--- src/rtl/flash_arb_pkg.sv ---
// Shared types and constants for the flash read-port arbiter.
package flash_arb_pkg;

    localparam int unsigned FLASH_ARB_DATA_W       = 64;
    localparam int unsigned FLASH_ARB_ADDR_W       = 32;
    localparam int unsigned FLASH_ARB_DEFAULT_SIZE = 4194304;

    typedef enum logic [1:0] {
        IDLE    = 2'd0,
        ISSUE   = 2'd1,
        CAPTURE = 2'd2,
        RESP    = 2'd3
    } flash_arb_state_e;

endpackage

--- src/rtl/flash_rr_arbiter.sv ---
// Combinational round-robin grant: search starts one past the pointer and wraps.
module flash_rr_arbiter #(
    parameter int unsigned NUM_REQ = 2
) (
    input  logic [NUM_REQ-1:0]         req,
    input  logic [$clog2(NUM_REQ)-1:0] ptr,
    output logic [NUM_REQ-1:0]         grant,
    output logic [$clog2(NUM_REQ)-1:0] grant_idx
);

    localparam int unsigned IDX_W = $clog2(NUM_REQ);

    logic        found;
    int unsigned idx;

    always_comb begin
        grant     = '0;
        grant_idx = '0;
        found     = 1'b0;
        idx       = 0;
        for (int unsigned off = 1; off <= NUM_REQ; off++) begin
            idx = (32'(ptr) + off) % NUM_REQ;
            if (!found && req[IDX_W'(idx)]) begin
                found                = 1'b1;
                grant[IDX_W'(idx)]   = 1'b1;
                grant_idx            = IDX_W'(idx);
            end
        end
    end

endmodule

--- src/rtl/flash_read_arbiter.sv ---
// Shares the flash model read port among NUM_REQ requesters, one read outstanding.
// Optional out-of-range rejection enabled by defining FLASH_ARB_RANGE_CHECK_EN.
module flash_read_arbiter
    import flash_arb_pkg::*;
#(
    parameter int unsigned NUM_REQ    = 2,
    parameter int unsigned FLASH_SIZE = FLASH_ARB_DEFAULT_SIZE
) (
    input  logic                                clock,
    input  logic                                reset,
    input  logic [NUM_REQ-1:0]                  req_valid,
    output logic [NUM_REQ-1:0]                  req_ready,
    input  logic [NUM_REQ*FLASH_ARB_ADDR_W-1:0] req_addr,
    output logic [NUM_REQ-1:0]                  resp_valid,
    input  logic [NUM_REQ-1:0]                  resp_ready,
    output logic [FLASH_ARB_DATA_W-1:0]         resp_data,
    output logic                                resp_err,
    output logic                                flash_r_en,
    output logic [FLASH_ARB_ADDR_W-1:0]         flash_r_addr,
    input  logic [FLASH_ARB_DATA_W-1:0]         flash_r_data
);

    localparam int unsigned IDX_W = $clog2(NUM_REQ);

    if (NUM_REQ < 2 || NUM_REQ > 8 || FLASH_SIZE < 8) begin : g_bad_cfg
        $error("flash_read_arbiter: NUM_REQ must be 2..8 and FLASH_SIZE at least 8");
    end

    flash_arb_state_e              state_q, state_d;
    logic [IDX_W-1:0]              ptr_q;
    logic [NUM_REQ-1:0]            owner_q;
    logic [FLASH_ARB_ADDR_W-1:0]   addr_q;
    logic [FLASH_ARB_DATA_W-1:0]   data_q;
    logic [NUM_REQ-1:0]            grant;
    logic [IDX_W-1:0]              grant_idx;
    logic [FLASH_ARB_ADDR_W-1:0]   sel_addr;
    logic                          addr_err;
    logic                          accept;

    flash_rr_arbiter #(
        .NUM_REQ (NUM_REQ)
    ) u_rr (
        .req       (req_valid),
        .ptr       (ptr_q),
        .grant     (grant),
        .grant_idx (grant_idx)
    );

    // Address of the current round-robin winner.
    always_comb begin
        sel_addr = '0;
        for (int i = 0; i < int'(NUM_REQ); i++) begin
            if (grant[i]) sel_addr = req_addr[i*FLASH_ARB_ADDR_W +: FLASH_ARB_ADDR_W];
        end
    end

`ifdef FLASH_ARB_RANGE_CHECK_EN
    // 33-bit sum so addresses near 4 GiB cannot wrap into range.
    assign addr_err = ({1'b0, sel_addr} + 33'd7) >= 33'(FLASH_SIZE);
`else
    assign addr_err = 1'b0;
`endif

    always_ff @(posedge clock or posedge reset) begin
        if (reset) state_q <= IDLE;
        else       state_q <= state_d;
    end

    always_comb begin
        state_d   = state_q;
        req_ready = '0;
        accept    = 1'b0;
        case (state_q)
            IDLE: begin
                if (!reset && (|req_valid)) begin
                    req_ready = grant;
                    accept    = 1'b1;
                    state_d   = addr_err ? RESP : ISSUE;
                end
            end
            ISSUE:   state_d = CAPTURE;
            CAPTURE: state_d = RESP;
            RESP: begin
                if (|(resp_ready & owner_q)) state_d = IDLE;
            end
            default: state_d = IDLE;
        endcase
    end

    // Grant bookkeeping and the response buffer.
    always_ff @(posedge clock or posedge reset) begin
        if (reset) begin
            ptr_q   <= IDX_W'(NUM_REQ - 1);
            owner_q <= '0;
            addr_q  <= '0;
            data_q  <= '0;
        end else if (accept) begin
            ptr_q   <= grant_idx;
            owner_q <= grant;
            if (addr_err) data_q <= '0;
            else          addr_q <= sel_addr;
        end else if (state_q == CAPTURE) begin
            data_q <= flash_r_data;
        end
    end

`ifdef FLASH_ARB_RANGE_CHECK_EN
    logic err_q;

    always_ff @(posedge clock or posedge reset) begin
        if (reset)                       err_q <= 1'b0;
        else if (accept)                 err_q <= addr_err;
        else if (state_q == CAPTURE)     err_q <= 1'b0;
    end

    assign resp_err = err_q;
`else
    assign resp_err = 1'b0;
`endif

    assign flash_r_en   = (state_q == ISSUE);
    assign flash_r_addr = addr_q;
    assign resp_valid   = (state_q == RESP) ? owner_q : '0;
    assign resp_data    = data_q;

endmodule

--- config.mk ---
export PLATFORM = sky130hd
export DESIGN_NAME = flash_read_arbiter
export DESIGN_NICKNAME = d
export VERILOG_FILES = /design/src/rtl/flash_arb_pkg.sv /design/src/rtl/flash_rr_arbiter.sv /design/src/rtl/flash_read_arbiter.sv
export SDC_FILE = /design/constraint.sdc
export NUM_CORES = 1
export LEC_CHECK = 0
export ABC_AREA = 1
export BUFFER_PORTS_ARGS = -buffer_cell sky130_fd_sc_hd__clkbuf_2
export CAP_MARGIN = 5
export CORE_ASPECT_RATIO = 0.8
export CORE_UTILIZATION = 49
export DETAILED_ROUTE_END_ITERATION = 12
export PLACE_DENSITY_LB_ADDON = 0.3
export SYNTH_ARGS = -nofsm -noshare
export SYNTH_HDL_FRONTEND = slang
export SYNTH_HIERARCHICAL = 1
export SYNTH_SLANG_ARGS = --single-unit
--- constraint.sdc ---
create_clock -name clock -period 3.36 [get_ports clock]
set_input_delay 0.168 -clock clock [delete_from_list [all_inputs] [get_ports clock]]
set_output_delay 0.168 -clock clock [all_outputs]
set_load 0.02 [all_outputs]
==> flow_summary.ini <==
[detailed_routing]
vias = 4254
wl_per_cell_um = 12.69
detail_route.first_pass.iterations = 4
ant_nets = 0
drt_wl_total_mm = 11.42
drt_iter0_markers = 205
route.detailed.drc = 0
drt-vias-per-instance = 4.727

[yosys]
synth_cell_type_count = 17
yosys.area.top_type = dfrtp_1
synth-main-ff-cell = dfrtp_1
ys_warn_count = 6
synth_area_leaders = dfrtp_1, nand2_1, nand3_1, buf_2, buf_6
syn_avg_cell_area_um2 = 7.931
ys_seq_area_share_pct = 56.53
yosys.cell_count.top_type = nand2_1
async_flop_share_pct = 100.0
synthTopCellsByCount = nand2_1, dfrtp_1, nand3_1
ys_ff_latch = 101
syn_inst = 564
synth_top_area_share_pct = 55.94
netlist_area_mm2 = 0.004473
synth_nets = 703
synth-edff-count = 0

[power_and_ir_drop]
power_leakage_nw = 3.716
ir_worst_vdd_v = 0.0004892
power_density_mw_per_mm2 = 982.3
power_w = 0.005844

[setup_path]
path_max_fanout = 36
required_ps = 3190
start_kind = register
worstPathCellList = inv_1 -> ha_1 -> inv_1 -> nor2_8 -> nand2_1 -> inv_1 -> clkbuf_2
cp_common_cell = inv_1
cp.arrival_ps = 2010
worst_path_max_delay_cell = dfrtp_1
worst_setup_path_end_kind = output port
cp_top_family = simple AND/OR/NAND/NOR gates
worstSetupPathType = register to output port
slowest_delay_ps = 420
path_buf_inv = 4

[floorplanning]
die_x_um = 108.8
die_area_mm2 = 0.009517
placementRows = 30
core_mm2 = 0.008671
start_util_pct = 51.59
chipHeight_um = 87.46
ios = 236

[timing]
rsz0062_at_grt = false
setup_viol = 0
fin_crit_sh_pct = 64.75
max_freq_mhz = 459.7
tightest_slew_ps = 1003
skew_ps = 4.435
hold_slack_ps = 29.91
final_hold_viol_count = 0
maxSlewViolCount = 0
setup_ws_ps = 1184
slew_headroom_pct = 33.02
fin_crit_ps = 2176
tns_ps = 0

[place]
gp_congestion = 0.8366
pre_cts_slack_ps = 1539
port_buffers = 234
dp_hpwl_mm = 8.428

[status]
outcome = finished, final reports clean

[cells_and_area]
area_growth_pct = 33.01
fin_util_pct = 68.61
n_antenna_cell = 0
layout-drive-gt1-share_pct = 33.63
finalNetCount = 922

[clocking]
cts_sinks = 101
cts_buffers = 9
clockBufferDepth = 2
cts_tree = yes
postCtsHoldBufs = 0
htreeDepth = 3
cts_root_buf = clkbuf_16
cts_setup_buffers = 0
worstSkewPairLatency_ps = 330
path_clk_slew_ps = 70
postCtsResizedCells = 0

[global_route]
grt_pass1_wl_mm = 18.17
antenna_found_initial = 0
grt_overflow = 0
grt_usage_pct = 24.57
first_global_vias = 4009
grt_max_degree = 66

[worst_hold_path]
hp-class = primary input to register

[flow_run]
max-cap-violations = 0
## logic make-up after synthesis
family | count (synthesis) | synth area share [%]
fa+ha+maj | 5 | 1.399
compound gates | 3 | 0.5875
flops | 101 | 56.53
buf+inv | 43 | 5.511
simple gates | 411 | 35.89
other cells | 1 | 0.08384
## metrics by stage
| stage | cells | cell area (µm²) |
|---|---|---|
| finish | 900 | 5949 |
| global route | 900 | 5949 |
| CTS | 900 | 5949 |
| detailed placement | 884 | 5634 |
| global placement | 884 | 5634 |
| floorplan | 564 | 4473 |
## state kept, by name, indices dropped and copies added, names as in the netlist
| signal | flops |
|---|---|
| flash_r_addr | 32 |
| owner_q | 2 |
| ptr_q | 1 |
| resp_data | 64 |
| state_q | 2 |
## layer usage
metal | vias up | share of wire (%) | track usage (%)
met5 | - | 0 | 0
met2 | 150 | 50 | 43.15
met3 | 18 | 6.1 | 6.358
met1 | 1945 | 42 | 29.78
li1 | 2141 | - | -
met4 | 0 | 1.4 | 7.248
## cells in the final DEF (no fill, tap or decap)
| cell type | Yosys | layout |
|---|---|---|
| a21oi_1 | 2 | 1 |
| a21oi_2 | 0 | 1 |
| buf_4 | 4 | 5 |
| bufinv_16 | 0 | 1 |
| clkbuf_16 | 0 | 9 |
| clkbuf_2 | 0 | 234 |
| clkbuf_8 | 0 | 1 |
| clkinv_4 | 0 | 1 |
| conb_1 | 1 | 1 |
| dfrtp_1 | 100 | 100 |
| dfstp_2 | 1 | 1 |
| ha_1 | 5 | 4 |
| ha_2 | 0 | 1 |
| inv_1 | 8 | 8 |
| inv_2 | 3 | 2 |
| inv_4 | 0 | 1 |
| inv_6 | 1 | 4 |
| inv_8 | 0 | 1 |
| nand2_1 | 374 | 374 |
| nand3_1 | 35 | 35 |
| nor2_8 | 1 | 1 |
| o21ai_4 | 1 | 1 |
| or2_2 | 1 | 1 |
## worst reg2reg max path: stages, from the launching register on
cell and delay [ps]:
dfstp_2 560, nand2_1 50, nand2_1 480, buf_4 320
nand3_1 110, nand2_1 90, nand2_1 50, nand2_1 80
## power breakdown
group / switching (W) / total, W / internal [W] / leakage, nW
combinational: 0.00182 / 0.00264 / 0.000815 / 2.30
sequential: 0.000328 / 0.00213 / 0.00181 / 1.26
clock: 0.000459 / 0.00107 / 0.000612 / 0.156
## layout make-up
cell class | count | area, µm²
Tap cell | 112 | 140.1
Inverter | 12 | 52.55
Timing Repair Buffer | 239 | 1209
Clock inverter | 6 | 76.32
Fill cell | 707 | 2721
Multi-Input combinational cell | 420 | 1704
Sequential cell | 101 | 2529
Clock buffer | 10 | 239.0
## path summary, 6_finish.rpt
check	from	to	slack, ps	depth (start not counted)
setup / recovery	state_q[0]	req_ready[1]	1180	7
hold / removal	flash_r_data[22]	resp_data[22]	30	3
setup reg to reg	ptr_q	flash_r_addr[25]	1560	7
hold reg to reg	flash_r_addr[28]	flash_r_addr[28]	470	2
max in group asynchronous	reset	state_q[0]	2220	4
min in group asynchronous	reset	resp_data[57]	50	3
Power figures use the tool's default switching activity.
